## src/rtl/mips_pkg.sv

```systemverilog
// Shared types and constants for the mips_core instruction-fetch front end.
package mips_pkg;

    localparam int INST_W = 32;
    localparam logic [INST_W-1:0] NOP_INST = 32'h0000_0000;
    localparam int PC_STEP = 4;
    localparam int DEFAULT_ADDR_W = 32;

    typedef struct packed {
        logic [DEFAULT_ADDR_W-1:0] pc;
        logic [INST_W-1:0]         inst;
    } fetch_entry_t;

endpackage

```

## src/rtl/mips_fetch_fifo.sv

```systemverilog
// Synchronous first-word-fall-through queue of fetched {pc, inst} entries.
module mips_fetch_fifo
    import mips_pkg::*;
#(
    parameter int  DEPTH   = 4,
    parameter type entry_t = fetch_entry_t
) (
    input  logic                       clk,
    input  logic                       rst_b,
    input  logic                       push,
    input  logic                       pop,
    input  logic                       flush,
    input  entry_t                     wr_data,
    output entry_t                     rd_data,
    output logic                       full,
    output logic                       empty,
    output logic [$clog2(DEPTH+1)-1:0] count
);

    localparam int PTR_W = $clog2(DEPTH);
    localparam int CNT_W = $clog2(DEPTH+1);

    // Pointers carry one extra wrap bit so full and empty are distinguishable.
    logic [PTR_W:0] wr_ptr;
    logic [PTR_W:0] rd_ptr;
    entry_t         mem [DEPTH];

    always_ff @(posedge clk) begin
        if (rst_b || flush) begin
            wr_ptr <= '0;
            rd_ptr <= '0;
        end else begin
            if (push) begin
                wr_ptr <= wr_ptr + 1'b1;
            end
            if (pop && !empty) begin
                rd_ptr <= rd_ptr + 1'b1;
            end
        end
    end

    always_ff @(posedge clk) begin
        if (push) begin
            mem[wr_ptr[PTR_W-1:0]] <= wr_data;
        end
    end

    assign empty   = (wr_ptr == rd_ptr);
    assign full    = (wr_ptr[PTR_W] != rd_ptr[PTR_W]) &&
                     (wr_ptr[PTR_W-1:0] == rd_ptr[PTR_W-1:0]);
    assign count   = CNT_W'(wr_ptr - rd_ptr);
    assign rd_data = mem[rd_ptr[PTR_W-1:0]];

endmodule

```

## src/rtl/mips_fetch_unit.sv

```systemverilog
// Fetch front end: owns the PC, drives instruction memory and queues
// fetched instructions for decode with redirect, halt and back-pressure.
module mips_fetch_unit
    import mips_pkg::*;
#(
    parameter int                ADDR_W   = 32,
    parameter logic [ADDR_W-1:0] RESET_PC = '0,
    parameter int                DEPTH    = 4
) (
    input  logic                       clk,
    input  logic                       rst_b,
    output logic [ADDR_W-1:0]          inst_addr,
    input  logic [INST_W-1:0]          inst,
    input  logic                       redirect_valid,
    input  logic [ADDR_W-1:0]          redirect_pc,
    input  logic                       halt_req,
    output logic                       out_valid,
    input  logic                       out_ready,
    output logic [INST_W-1:0]          out_inst,
    output logic [ADDR_W-1:0]          out_pc,
    output logic [ADDR_W-1:0]          out_pc_plus4,
    output logic                       align_err,
    output logic                       halted,
    output logic [$clog2(DEPTH+1)-1:0] count
);

    typedef struct packed {
        logic [ADDR_W-1:0] pc;
        logic [INST_W-1:0] inst;
    } fetch_slot_t;

    logic [ADDR_W-1:0] pc;
    logic              push;
    logic              pop;
    logic              full;
    logic              empty;
    fetch_slot_t       wr_entry;
    fetch_slot_t       head;

    assign pop = out_valid && out_ready;

    // A full queue still fetches when the head leaves, keeping 1 inst/cycle.
    assign push = !halted && !halt_req && !redirect_valid && (!full || pop);

    assign wr_entry.pc   = pc;
    assign wr_entry.inst = inst;

    mips_fetch_fifo #(
        .DEPTH   (DEPTH),
        .entry_t (fetch_slot_t)
    ) u_fifo (
        .clk     (clk),
        .rst_b   (rst_b),
        .push    (push),
        .pop     (pop),
        .flush   (redirect_valid),
        .wr_data (wr_entry),
        .rd_data (head),
        .full    (full),
        .empty   (empty),
        .count   (count)
    );

    always_ff @(posedge clk) begin
        if (rst_b) begin
            pc        <= RESET_PC;
            halted    <= 1'b0;
            align_err <= 1'b0;
        end else begin
            if (redirect_valid) begin
                pc <= {redirect_pc[ADDR_W-1:2], 2'b00};
            end else if (push) begin
                pc <= pc + ADDR_W'(PC_STEP);
            end
            halted    <= halted || halt_req;
            align_err <= redirect_valid && (|redirect_pc[1:0]);
        end
    end

    assign inst_addr    = pc;
    assign out_valid    = !empty;
    assign out_inst     = empty ? NOP_INST : head.inst;
    assign out_pc       = empty ? '0 : head.pc;
    assign out_pc_plus4 = out_pc + ADDR_W'(PC_STEP);

endmodule

```

## config.mk

```make
export PLATFORM = sky130hd
export DESIGN_NAME = mips_fetch_unit
export DESIGN_NICKNAME = d
export VERILOG_FILES = /design/src/rtl/mips_pkg.sv /design/src/rtl/mips_fetch_fifo.sv /design/src/rtl/mips_fetch_unit.sv
export SDC_FILE = /design/constraint.sdc
export NUM_CORES = 1
export LEC_CHECK = 0
export BUFFER_PORTS_ARGS = -buffer_cell sky130_fd_sc_hd__buf_2
export CORE_MARGIN = 2
export CORE_UTILIZATION = 51
export DETAILED_ROUTE_END_ITERATION = 16
export PLACE_DENSITY_LB_ADDON = 0.12
export SLEW_MARGIN = 30
export SYNTH_ARGS = -nofsm -noshare
export SYNTH_HDL_FRONTEND = slang
export SYNTH_SLANG_ARGS = --single-unit
```

## constraint.sdc

```tcl
create_clock -name clk -period 3.24 [get_ports clk]
set_input_delay 0.324 -clock clk [delete_from_list [all_inputs] [get_ports clk]]
set_output_delay 0.324 -clock clk [all_outputs]
set_load 0.03 [all_outputs]
```

==> results.md <==
- Outcome: finished, violations left
- Post-DRT Antenna Nets: 0
- First-pass GRT wire length: 44,390 um
- Pin count of the biggest net entering global routing: 52
- Maximum vdd drop: 0.0003748 V
- Site Rows: 56
- Total gr overflow: 0
- CP Capture Type: output pin
- Final min period: 3.259 ns
- Clk buf depth: 3
- Yosys Warn Count: 0
- Crit path arrival time: 2.94 ns
- Synth Instances: 773
- Fmax: 306.8 MHz
- Pins Over Slew Limit: 0
- First-pass DRT Iterations: 5
- Hold Path Cell Cnt: 1
- Fraction of layout cells with a size suffix above 1: 0.3890
- Worst Reg-to-Reg Cells: 5
- Clock power share: 0.401
- Post-Place Cells: 1,282
- Cell Area, Synth: 12,370 um2
- Filler Cell Count: 1,694
- Required @ worst endpoint: 2.92 ns
- Initial antenna violation count: 0
- Tcrit/Tclk final: 1.006
- NetSw: 1.844 mW
- Final hold violations: 0
- CTS tree: yes
- Die area: 25,520 um2
- Failing checks: setup timing
- Sequential element share of the synthesized area: 0.6667
- Switching portion of total power: 0.2267
- Reg clk slew, reported paths: 0.06 ns
- Via Count: 7,783
- Root Buffer: clkbuf_16
- Asr flop ratio synth: 0
- Width of the chip: 159.8 um
- Placed cell area: 13,970 um2
- Final setup viols: 2
- Slew @ Worst Pin: 0.6558 ns
- Yosys reg bits: 288
- Final hold slack: 0.01341 ns
- Worst hold path type: in -> reg
- Post-route cell area: 15,720 um2
- Setup TNS: -0.03379 ns
- Commonest non-fill, non-tap cell in the layout: edfxtp_1
- Post-Layout Cell Count: 1,396
- Sequential power share: 0.514
- Final nets: 1,134
- CTS Buf Count: 30
- Post-synthesis area per instance: 16.01 um2
- Clk Latency, worst-skew pair: 0.54 ns
- Core area: 23,610 um2
- Port Buf Inserts: 196
- GPL Wtd Cong: 0.8156
- Initial DRC Count: 596
- Die Height: 159.8 um
- Pwr dens: 517.5 nW/um2
- CP Launch Type: flip-flop
- # diodes: 0
- Initial core utilization: 0.5240
- Post-synth EDFFs: 248
- CP max FO: 5
- Area growth from synthesis to layout: 27.05%
- Setup ws final: -0.01939 ns
- Post-route DRC: 0
- RSZ-0062 raised after global routing: true
- Tot GR Track Use: 0.2249
- Worst setup path class: reg -> out
- Most frequent cells in the layout: edfxtp_1 (248), buf_2 (179), mux4_2 (62)
- Cell-internal power: 6.291 mW
- Clock Skews: 0.01364 ns
- Pleak: 5.871 nW
- Post-Route WL: 29,050 um
- Vias per inst: 5.575
- # IOs: 203
- Clock Sinks: 288
- Htree depth: 1
- MaxCap Viol Count: 0
- DR WL/cell: 20.81 um
- Dpl hpwl: 18,980 um
- Worst rel slew slack: 0.5628
- Predominant post-synthesis flop cell: edfxtp_1
- Synth cell types: 63
- Vias in the first global route: 7,787
- Comb pwr share: 0.085
[per-stage QoR]
step | util | setup WS (ns) | power, mW
2_1_floorplan | - | -0.05065 | 4.645
3_3_place_gp | 0.5915 | 0.1934 | 4.881
3_5_place_dp | 0.5915 | 0.07918 | 4.888
4_1_cts | 0.6561 | -0.05810 | 8.169
5_1_grt | 0.6657 | -0.1590 | 8.402
6_report | 0.6657 | -0.01939 | 8.134
[Yosys cell counts (2+ instances only)]
cell type / instances / share of area
and2_1: 59 / 0.030
o211ai_1: 8 / 0.0049
a311oi_1: 10 / 0.0071
inv_1: 24 / 0.0073
nor3_1: 6 / 0.0024
dfxtp_1: 40 / 0.065
and4_1: 6 / 0.0042
nor4_1: 9 / 0.0046
o31ai_1: 4 / 0.0024
nand3_1: 17 / 0.0069
a21oi_1: 11 / 0.0044
or3_1: 6 / 0.0030
edfxtp_1: 248 / 0.60
buf_4: 7 / 0.0042
and3_1: 8 / 0.0040
o2111ai_1: 2 / 0.0014
nor4_2: 3 / 0.0030
buf_6: 3 / 0.0027
ha_1: 9 / 0.0091
o21ai_1: 3 / 0.0012
nand4_1: 14 / 0.0071
o31a_1: 2 / 0.0014
o21ai_0: 13 / 0.0053
xor2_1: 12 / 0.0085
nand2_1: 31 / 0.0094
a211oi_1: 10 / 0.0061
xnor2_1: 34 / 0.024
o21a_1: 4 / 0.0024
o211a_1: 2 / 0.0016
buf_2: 9 / 0.0036
clkbuf_1: 18 / 0.0055
mux4_2: 62 / 0.11
nor2_1: 42 / 0.013
buf_1: 4 / 0.0012
or4_1: 4 / 0.0024
or2_2: 2 / 0.0010
[path summary, 6_finish.rpt]
| check | start | end | slack (ns) |
|---|---|---|---|
| max | flip-flop | out_pc_plus4[29] | -0.02 |
| min | inst[15] | u_fifo.mem[1][15] | 0.01 |
| max reg2reg | inst_addr[12] | inst_addr[31] | 0.79 |
| min reg2reg | u_fifo.rd_ptr[1] | u_fifo.rd_ptr[1] | 0.54 |
[final cells by class]
| cell class | instances | area, um2 | share of cell area |
|---|---|---|---|
| clock buffers | 42 | 827.0 | 0.05261 |
| clock inverters | 12 | 111.4 | 0.007084 |
| inverters | 25 | 93.84 | 0.005970 |
| multi-input cells | 424 | 4088 | 0.2600 |
| flip-flops and latches | 288 | 8260 | 0.5255 |
| well taps | 319 | 399.1 | 0.02539 |
| repair buffers | 286 | 1939 | 0.1234 |
[critical path, stage by stage, from the launching register on]
cell and delay (ns):
dfxtp_4 0.37, buf_12 0.14, buf_6 0.12, mux4_2 0.39, o2111a_1 0.22, or4b_4 0.51, nor4_2 0.22, xor2_1 0.22
buf_4 0.19
[power groups by stage]
stage,clock (mW),sequential (mW),combinational (mW)
6_report,3.26,4.18,0.691
3_5_place_dp,0,4.26,0.627
4_1_cts,3.31,4.18,0.677
2_1_floorplan,0,4.28,0.361
5_1_grt,3.48,4.19,0.738
3_3_place_gp,0,4.26,0.623
[logic make-up (layout without fill, tap and decap cells)]
logic type,after synthesis,in the layout,synth area share
adder cells (fa/ha/maj),10,10,0.01072
XOR/XNOR,48,48,0.03520
AO/OA/AOI/OAI,78,78,0.04470
flip-flops,288,288,0.6667
buffers and inverters,67,365,0.02650
other,1,6,0.0003031
AND/OR/NAND/NOR,218,219,0.1021
multiplexers,63,63,0.1138
[registers in the layout (all words and copies together), names as in the netlist, named ones only]
signal         cells
u_fifo.wr_ptr      3
halted             1
u_fifo.mem       248
inst_addr         30
u_fifo.rd_ptr      3
align_err          1
[timing repair]
item	CTS	global route
endpoints found under the hold margin	96	0
setup buffers	23	10
gates cloned	1	1
gates resized for setup	30	41
endpoints found under the setup margin	22	15
hold buffers	25	0
pin swaps	13	15
[per-layer routing]
metal | GRT usage | share of wire | up-vias
li1 | - | - | 3574
met3 | 0.03532 | 0.066 | 34
met4 | 0.05041 | 0.015 | 0
met1 | 0.3310 | 0.44 | 3869
met2 | 0.3589 | 0.48 | 306
met5 | 0 | 0 | -
No activity file was read; power rests on OpenSTA's default activity.
